$ cat src/rtl/autoseq_pkg.sv
// Shared types and defaults for the reset sequencer and its auto-input channels.
package autoseq_pkg;

  localparam int DEF_NCH         = 3;
  localparam int DEF_CNT_W       = 32;
  localparam int DEF_HOLD_CYCLES = 4095;
  localparam int DEF_DB_CYCLES   = 16;

  // Top-level phase: HOLD keeps the system in reset, RUN lets the channels play out.
  typedef enum logic {
    TOP_HOLD = 1'b0,
    TOP_RUN  = 1'b1
  } top_state_t;

  // Per-channel schedule phase.
  typedef enum logic [2:0] {
    CH_IDLE  = 3'd0,
    CH_WAIT  = 3'd1,
    CH_PULSE = 3'd2,
    CH_GAP   = 3'd3,
    CH_DONE  = 3'd4
  } chan_state_t;

  // Bits needed to hold values 0..max_val, never less than one.
  function automatic int cnt_width(input int max_val);
    return (max_val < 2) ? 1 : $clog2(max_val + 1);
  endfunction

endpackage

$ cat src/rtl/autoseq_chan.sv
// One auto-input channel: waits, then emits one or more active-low pulses,
// then parks in DONE until the top returns to HOLD.
module autoseq_chan
  import autoseq_pkg::*;
#(
  parameter int CNT_W = DEF_CNT_W
) (
  input  logic             sysclk,
  input  logic             reset_n,
  input  logic             start,
  input  logic             clear,
  input  logic             en,
  input  logic [CNT_W-1:0] delay,
  input  logic [CNT_W-1:0] width,
  input  logic [CNT_W-1:0] period,
  output logic             auto_n,
  output logic             done
);

  localparam logic [CNT_W-1:0] ONE = CNT_W'(1);

  chan_state_t      state, state_next;
  logic [CNT_W-1:0] cnt;
  logic             cnt_clr;
  logic [CNT_W-1:0] delay_q, width_q, period_q;
  logic [CNT_W-1:0] gap_len;

  // A period no longer than the pulse still leaves one high cycle between pulses.
  assign gap_len = (period_q > width_q) ? (period_q - width_q) : ONE;

  // Next-state logic; counters compare for equality against length-1 so no value wraps.
  always_comb begin
    // NOTE: defaults first so every path assigns every output and no latch is inferred.
    state_next = state;
    cnt_clr    = 1'b0;
    case (state)
      CH_IDLE: begin
        if (start) begin
          state_next = en ? CH_WAIT : CH_DONE;
          cnt_clr    = 1'b1;
        end
      end
      CH_WAIT: begin
        if ((delay_q == '0) || (cnt == delay_q - ONE)) begin
          state_next = (width_q == '0) ? CH_DONE : CH_PULSE;
          cnt_clr    = 1'b1;
        end
      end
      CH_PULSE: begin
        if (cnt == width_q - ONE) begin
          state_next = (period_q == '0) ? CH_DONE : CH_GAP;
          cnt_clr    = 1'b1;
        end
      end
      CH_GAP: begin
        if (cnt == gap_len - ONE) begin
          state_next = CH_PULSE;
          cnt_clr    = 1'b1;
        end
      end
      CH_DONE: state_next = CH_DONE;
      default: begin
        state_next = CH_IDLE;
        cnt_clr    = 1'b1;
      end
    endcase
    if (clear) begin
      state_next = CH_IDLE;
      cnt_clr    = 1'b1;
    end
  end

  // State register with outputs registered from the next state, so they track it with no lag.
  always_ff @(posedge sysclk or negedge reset_n) begin
    if (!reset_n) begin
      state  <= CH_IDLE;
      auto_n <= 1'b1;
      done   <= 1'b0;
    end else begin
      state  <= state_next;
      auto_n <= (state_next != CH_PULSE);
      done   <= (state_next == CH_DONE);
    end
  end

  // Phase counter: runs only in timed phases and is cleared on every phase change.
  always_ff @(posedge sysclk or negedge reset_n) begin
    if (!reset_n) begin
      cnt <= '0;
    end else if (cnt_clr) begin
      cnt <= '0;
    end else if (state inside {CH_WAIT, CH_PULSE, CH_GAP}) begin
      cnt <= cnt + ONE;
    end
  end

  // Schedule snapshot taken at RUN entry; later changes on the inputs are ignored.
  always_ff @(posedge sysclk or negedge reset_n) begin
    if (!reset_n) begin
      delay_q  <= '0;
      width_q  <= '0;
      period_q <= '0;
    end else if (start) begin
      delay_q  <= delay;
      width_q  <= width;
      period_q <= period;
    end
  end

endmodule

$ cat src/rtl/reset_autoseq.sv
// Reset stretcher with button debounce and NCH scheduled auto-input pulse generators.
module reset_autoseq
  import autoseq_pkg::*;
#(
  parameter int NCH         = DEF_NCH,
  parameter int CNT_W       = DEF_CNT_W,
  parameter int HOLD_CYCLES = DEF_HOLD_CYCLES,
  parameter int DB_CYCLES   = DEF_DB_CYCLES
) (
  input  logic               sysclk,
  input  logic               reset_n,
  input  logic               button,
  input  logic [NCH-1:0]     cfg_en,
  input  logic [NCH*CNT_W-1:0] cfg_delay,
  input  logic [NCH*CNT_W-1:0] cfg_width,
  input  logic [NCH*CNT_W-1:0] cfg_period,
  output logic               reset,
  output logic [NCH-1:0]     auto_n,
  output logic [NCH-1:0]     done
);

  localparam int DB_W   = cnt_width(DB_CYCLES);
  localparam int HOLD_W = cnt_width(HOLD_CYCLES);
  localparam logic [DB_W-1:0]   DB_LAST   = DB_W'(DB_CYCLES - 1);
  localparam logic [HOLD_W-1:0] HOLD_LAST = HOLD_W'(HOLD_CYCLES - 1);

  logic              sync_1, sync_2, db;
  logic [DB_W-1:0]   db_cnt;
  top_state_t        state, state_next;
  logic [HOLD_W-1:0] hold_cnt, hold_next;
  logic              start, clear;

  // Two-flop synchroniser followed by a debouncer that needs DB_CYCLES stable samples to flip.
  always_ff @(posedge sysclk or negedge reset_n) begin
    if (!reset_n) begin
      sync_1 <= 1'b0;
      sync_2 <= 1'b0;
      db     <= 1'b0;
      db_cnt <= '0;
    end else begin
      // NOTE: non-blocking so sync_2 takes the old sync_1, giving a true two-stage chain.
      sync_1 <= button;
      sync_2 <= sync_1;
      if (sync_2 != db) begin
        if (db_cnt == DB_LAST) begin
          db     <= sync_2;
          db_cnt <= '0;
        end else begin
          db_cnt <= db_cnt + DB_W'(1);
        end
      end else begin
        db_cnt <= '0;
      end
    end
  end

  // Top phase: any reset cause restarts the hold count; HOLD_CYCLES quiet cycles release RUN.
  always_comb begin
    state_next = state;
    hold_next  = hold_cnt;
    if (state == TOP_HOLD) begin
      if (db) begin
        hold_next = '0;
      end else if (hold_cnt == HOLD_LAST) begin
        state_next = TOP_RUN;
        hold_next  = '0;
      end else begin
        hold_next = hold_cnt + HOLD_W'(1);
      end
    end else if (db) begin
      state_next = TOP_HOLD;
      hold_next  = '0;
    end
  end

  assign start = (state == TOP_HOLD) && (state_next == TOP_RUN);
  assign clear = (state_next == TOP_HOLD);

  // Top state, hold counter and the registered reset output.
  always_ff @(posedge sysclk or negedge reset_n) begin
    if (!reset_n) begin
      state    <= TOP_HOLD;
      hold_cnt <= '0;
      reset    <= 1'b1;
    end else begin
      state    <= state_next;
      hold_cnt <= hold_next;
      reset    <= (state_next == TOP_HOLD);
    end
  end

  for (genvar i = 0; i < NCH; i++) begin : g_chan
    autoseq_chan #(
      .CNT_W (CNT_W)
    ) u_chan (
      .sysclk  (sysclk),
      .reset_n (reset_n),
      .start   (start),
      .clear   (clear),
      .en      (cfg_en[i]),
      .delay   (cfg_delay[i*CNT_W +: CNT_W]),
      .width   (cfg_width[i*CNT_W +: CNT_W]),
      .period  (cfg_period[i*CNT_W +: CNT_W]),
      .auto_n  (auto_n[i]),
      .done    (done[i])
    );
  end

endmodule

$ cat config.mk
export PLATFORM = sky130hd
export DESIGN_NAME = reset_autoseq
export DESIGN_NICKNAME = d
export VERILOG_FILES = /design/src/rtl/autoseq_pkg.sv /design/src/rtl/autoseq_chan.sv /design/src/rtl/reset_autoseq.sv
export SDC_FILE = /design/constraint.sdc
export NUM_CORES = 2
export LEC_CHECK = 0
export CAP_MARGIN = 0
export CORE_UTILIZATION = 60
export DETAILED_ROUTE_END_ITERATION = 8
export PLACE_DENSITY = 0.82
export RECOVER_POWER = 50
export SLEW_MARGIN = 25
export SYNTH_ARGS = -nofsm -noshare
export SYNTH_HDL_FRONTEND = slang
export SYNTH_SLANG_ARGS = --single-unit
export TNS_END_PERCENT = 100
$ cat constraint.sdc
create_clock -name sysclk -period 15.79 [get_ports sysclk]
set_input_delay 3.9475 -clock sysclk [delete_from_list [all_inputs] [get_ports sysclk]]
set_output_delay 3.9475 -clock sysclk [all_outputs]
set_load 0.02 [all_outputs]
### Word level (Yosys, flattened, before mapping)

Index checks and enable logic that the tools add are counted.

| cells by class | value |
|---|---|
| $add $sub $neg | 17 |
| $lt $le $gt $ge | 3 |
| equality and inequality tests | 31 |
| multiplexer cells | 62 |
| bitwise gates (word level) | 2 |
| reductions and logical operators | 23 |

Operator list:

| cell | number |
|---|---|
| $eq 32x32->1 | 9 |
| $logic_not 32->1 | 9 |
| $mux 32 | 9 |
| $sub 32x1->32 const B | 9 |
| $add 32x1->32 const B | 3 |
| $gt 32x32->1 | 3 |
| $sub 32x32->32 | 3 |
| $mux 3 | 24 |
| $mux 12 | 4 |
| $pmux 3 s5 | 3 |
| $eq 3x2->1 const B | 6 |
| $eq 3x3->1 const B | 6 |
| $mux 1 | 17 |
| $pmux 1 s5 | 3 |
| $add 12x1->12 const B | 1 |
| $eq 12x12->1 const B | 1 |
| $mux 5 | 2 |
| $eq 3x1->1 const B | 3 |
| $logic_not 3->1 | 3 |
| $ne 3x2->1 const B | 3 |
| $reduce_bool 3->1 | 3 |
| $reduce_bool 2->1 | 3 |
| $add 5x1->5 const B | 1 |
| $eq 5x4->1 const B | 1 |
| 6 further kinds | 9 |

| word-level totals | value |
|---|---|
| register bits | 421 |
| bits of input ports | 294 |
| output and inout bits | 7 |
| word-level logic and storage cells | 166 |

### Longest topological paths before layout

| logic depth | value |
|---|---|
| word-level depth | 9 |
| depth in mapped cells | 30 |
| mapped depth without buffers | 24 |

### By module

From an unflattened synthesis, not the netlist that was laid out.

| unflattened totals | value |
|---|---|
| cells, all modules | 4,980 |
| area total of the unflattened synthesis | 40,045.9 um^2 |

Modules (own cells, without submodules):

| module | instances | cells an instance | area each (um^2) | seq. area each (um^2) |
|---|---|---|---|---|
| autoseq_chan at g_chan[1].u_chan | 1 | 1,668 | 13,518.0 | 3,329.4 |
| autoseq_chan at g_chan[0].u_chan | 1 | 1,608 | 12,724.7 | 3,329.4 |
| autoseq_chan at g_chan[2].u_chan | 1 | 1,595 | 12,708.4 | 3,329.4 |
| reset_autoseq | 1 | 109 | 1,094.8 | 551.8 |

### Worst setup path before layout

No wires, ideal clock.

| path | value |
|---|---|
| kind | reg-to-reg |
| start | register g_chan[2].u_chan.width_q[11] |
| end | register g_chan[2].u_chan.auto_n |
| library setup time | 0.088 ns |
| arrival | 6.381 ns |
| required time | 15.702 ns |
| setup slack | 9.321 ns |
| cell stages (with the launch flop) | 27 |
| buffers on the path | 7 |
| period minus slack after synthesis | 6.469 ns |
| cell sequence | dfrtp_1 > clkbuf_1 > inv_1 > ha_1 > clkbuf_1 > a21o_1 > a211oi_1 > o311ai_1 > o21a_1 > buf_6 > buf_2 > clkbuf_1 > clkbuf_1 > and2_1 > ha_1 > clkbuf_1 > o21ai_1 > a2111oi_2 > and3_1 > a311oi_1 > a311oi_1 > xor2_1 > nand4_1 > or4b_1 > nor4_1 > nor3b_1 > or3b_1 |

| on the way | value |
|---|---|
| word-level cells in the longest chain between the ends | 8 |
| elaborated cells between the ends (all ways) | 15 |
| those cells by class | 3 x add/sub; 1 x order compare; 3 x eq/ne; 7 x mux; 1 x reduce/logical |

RTL lines:

| what | RTL line | source |
|---|---|---|
| from (decl) | autoseq_chan.sv:25 | `logic [CNT_W-1:0] delay_q, width_q, period_q;` |
| from (signal assigned) | autoseq_chan.sv:105 | `width_q <= width;` |
| $sub 32x32->32 / $gt 32x32->1 (equally long branches) | autoseq_chan.sv:29 | `assign gap_len = (period_q > width_q) ? (period_q - width_q) : ONE;` |
| $mux 32 | autoseq_chan.sv:29 |  |
| $sub 32x1->32 | autoseq_chan.sv:56 | `if (cnt == gap_len - ONE) begin` |
| $eq 32x32->1 | autoseq_chan.sv:56 |  |
| $mux 3 | autoseq_chan.sv:56 |  |
| $pmux 3 s5 * | autoseq_chan.sv:36 | `case (state)` |
| $mux 3 * | autoseq_chan.sv:67 | `if (clear) begin` |
| $ne 3x2->1 * | autoseq_chan.sv:81 | `auto_n <= (state_next != CH_PULSE);` |
| to (signal assigned) | autoseq_chan.sv:81 |  |
| to (decl) | autoseq_chan.sv:16 | `output logic auto_n,` |

Every way passes the cells marked *; elsewhere a longest branch is shown, timed or not.
A chain may end at the register's enable or synchronous reset.

### Worst setup path after layout

| path | value |
|---|---|
| start | register hold_cnt[5] |
| end | register g_chan[1].u_chan.width_q[13] |

| on the way | value |
|---|---|
| word-level cells in the longest chain between the ends | 5 |

RTL lines:

| what | RTL line | source |
|---|---|---|
| from (decl) | reset_autoseq.sv:30 | `logic [HOLD_W-1:0] hold_cnt, hold_next;` |
| from (signal assigned) | reset_autoseq.sv:87 | `hold_cnt <= hold_next;` |
| $eq 12x12->1 | reset_autoseq.sv:64 | `end else if (hold_cnt == HOLD_LAST) begin` |
| $mux 1 | reset_autoseq.sv:64 |  |
| $mux 1 | reset_autoseq.sv:62 | `if (db) begin` |
| $mux 1 | reset_autoseq.sv:61 | `if (state == TOP_HOLD) begin` |
| $logic_and 1x1->1 | reset_autoseq.sv:76 | `assign start = (state == TOP_HOLD) && (state_next == TOP_RUN);` |
| to (signal assigned) | autoseq_chan.sv:105 |  |
| to (decl) | autoseq_chan.sv:25 |  |

No other way between the ends.

==> flow_metrics.tcl <==
set metrics [dict create \
    run_status "finished, violations left" \
    violations "max-capacitance violations, max-slew violations" \
    drtAntennaViolNets 0 \
    intPower_w 0.00186 \
    power.leakage_nw 17.3 \
    crit_start "hold_cnt[5]" \
    place_area_um2 40300 \
    ir_drop_v 0.0000806 \
    first_global_vias 35464 \
    p_seq_share_pct 45.2 \
    yosys_warnings 0 \
    holdWs_ns 0.345 \
    viasPerCell 6.44 \
    switching_share_pct 22.9 \
    area_growth_pct 12.6 \
    min_period_ns 10.53 \
    yosys.area.top_type "dfrtp_1" \
    start_util_pct 61.3 \
    fmax_mhz 95.0 \
    clk_latency_ns 0.64 \
    clock_skew_ns 0.0429 \
    firstDrtPassIters 5 \
    power_switching_w 0.000554 \
    synth_enable_flop_cells 0 \
    reg2reg_depth 8 \
    grt_max_degree 159 \
    cts_buffers 48 \
    synthesis.nets 5380 \
    ys.flop_type "dfrtp_1" \
    io-pin-count 301 \
    drive_gt1_share_pct 4.77 \
    dieArea_um2 63100 \
    gp_congestion 1.03 \
    clk_pin_slew_ns 0.06 \
    gr-total-overflow 0 \
    dp_hpwl_um 97700 \
    async_reset_ff_share_pct 100 \
    drcViolationCount 0 \
    grt_antenna_before_repair 6 \
    endpoint "g_chan[1].u_chan.width_q[13]" \
    fin_setup_tns_ns 0 \
    clock-root-buffer "clkbuf_16" \
    power_frac_clock_pct 50.5 \
    grt_pass1_wl_um 197000 \
    p_comb_share_pct 4.3 \
    holdBufCountCts 0 \
    r2r_setup_slack_ns 5.26 \
    ctsLongestPathBuffers 3 \
    syn_inst 4969 \
    synth.avg_cell_area_um2 7.50 \
    coreArea_um2 60800 \
    worst_pin_slew_ns 5.50 \
    synth.ff_latch_count 421 \
    cts_tree "yes" \
    critPathArrivalTime_ns 11.02 \
    cp-start-kind "flip-flop" \
    wl_per_cell_um 21.4 \
    io_buffers 300 \
    hp-class "flip-flop to flip-flop" \
    vias 37910 \
    maxCapViolCount 7 \
    period_share_pct 66.7 \
    synthTopCellsByArea "dfrtp_1, nand2_1, xnor2_1, xor2_1, o21ai_0" \
    powerDensity_nw_per_um2 57.6 \
    seq_area_frac_synth_pct 28.3 \
    power.total_w 0.00242 \
    synth_common_cells "nand2_1, dfrtp_1, nor2_1, o21ai_0, xnor2_1" \
    routed_wirelength_um 126000 \
    grt_setup_unrepaired "no" \
    rr_startpoint "hold_cnt[5]" \
    post_cts_buffers 0 \
    fin_area_um2 42000 \
    finalHoldViolations 0 \
    final_max_slew_viol_count 558 \
    fin_nets 5470 \
    synth.cell_area_um2 37300 \
    die_y_um 251 \
    worst-setup-path-type "flip-flop to flip-flop" \
    synth_most_common_cell "nand2_1" \
    crit_fanout 109 \
    rows 90 \
    cts_htree_levels 2 \
    numClockSinks 421 \
    relSlewSlack_pct -267 \
    synth.distinct_cells 113 \
    cts-resized-gates 0 \
    die_w_um 251 \
    r2r_end "g_chan[1].u_chan.width_q[13]" \
    grt_usage_pct 39.3 \
    crit_required_ns 16.28 \
    drtIter0Drc 3540 \
    setup_viol 0 \
    netlist.area_leader.share_pct 28.0 \
    end_kind "flip-flop" \
]
[placed cells by master, fill, tap and decap left out, types with 29 or more instances in the layout]
master / instances
o21ai_0: 300
nor2b_1: 36
nor2_2: 29
mux2i_1: 37
and3_1: 70
nor3_1: 166
clkbuf_16: 48
and4_1: 36
a211oi_1: 43
nand2b_1: 38
inv_1: 163
nand3_1: 190
o211ai_1: 39
or3_1: 51
clkdlybuf4s50_1: 191
or4_1: 33
a31oi_1: 41
dfrtp_1: 417
xnor2_1: 282
or2_2: 31
ha_1: 114
nand2_1: 962
and2_1: 45
a21o_1: 52
o21a_1: 31
nor2_1: 373
nand4_1: 113
nor4_1: 100
dlygate4sd3_1: 108
xor2_1: 191
a21oi_1: 211
[state kept, by name, indices dropped and copies added, names as in the netlist]
signal / flops
sync_2: 1
state: 1
g_chan.u_chan.cnt: 96
g_chan.u_chan.state: 9
reset: 1
hold_cnt: 12
g_chan.u_chan.period_q: 96
db_cnt: 5
sync_1: 1
g_chan.u_chan.done: 3
g_chan.u_chan.auto_n: 3
g_chan.u_chan.delay_q: 96
g_chan.u_chan.width_q: 96
db: 1
[area by class of cell]
| class | instances | area, um2 |
|---|---|---|
| well taps | 782 | 978 |
| diodes | 4 | 10.0 |
| clock buffers | 61 | 1320 |
| repair buffers | 325 | 3170 |
| multi-input cells | 4100 | 25000 |
| fillers | 5106 | 18800 |
| inverters | 163 | 612 |
| flip-flops and latches | 421 | 10500 |
| clock inverters | 28 | 373 |
[worst max-delay path, cell delays in order (launching register included)]
cell	delay, ns
dfrtp_1	0.38
nand2_1	0.11
or2_2	0.34
nor3_1	0.52
and2_0	2.17
clkbuf_1	2.79
clkbuf_1	2.97
nand2_1	0.78
o21ai_0	0.27
[cell families (layout without fill, tap and decap cells)]
group	Yosys count	after routing	synth area share, %
mux	49	49	1.39
xor+xnor	478	478	11.4
flops	421	421	28.3
compound gates	1053	1053	18.7
simple gates	2403	2403	31.4
fa+ha+maj	117	117	3.99
other cells	0	4	0
buf+inv	448	577	4.79
[worst min path at each step]
stage,from,cells past startpoint,endpoint
finish,sync_1,0,sync_2
global route,sync_1,0,sync_2
CTS,sync_1,0,sync_2
detailed placement,sync_1,0,sync_2
global placement,sync_1,0,sync_2
floorplan,sync_1,0,sync_2
[stage by stage]
| stage | worst slack, ns | util, % | std cells |
|---|---|---|---|
| after CTS | 8.57 | 69.0 | 5880 |
| after global routing | 4.22 | 69.0 | 5882 |
| after global placement | 8.77 | 66.3 | 5791 |
| after floorplan | 9.32 | - | 4969 |
| final | 5.26 | 69.0 | 5884 |
| after detailed placement | 8.61 | 66.3 | 5791 |
[metal layers]
metal | part of all wire [%] | track usage [%] | vias to the layer above
li1 | - | - | 17875
met1 | 42 | 52.9 | 18032
met2 | 45 | 62.5 | 1711
met3 | 8.8 | 5.63 | 288
met4 | 4.8 | 17.9 | 4
met5 | 0.022 | 0 | -
[power by group through the flow]
| stage | registers (W) | clock network [W] | logic, W |
|---|---|---|---|
| 4_1_cts | 0.00109 | 0.00123 | 0.000110 |
| 3_5_place_dp | 0.00111 | 0 | 0.000109 |
| 2_1_floorplan | 0.00111 | 0 | 0.00000979 |
| 3_3_place_gp | 0.00111 | 0 | 0.000107 |
| 5_1_grt | 0.00109 | 0.00127 | 0.000113 |
| 6_report | 0.00109 | 0.00122 | 0.000103 |
Power figures use the tool's default switching activity.
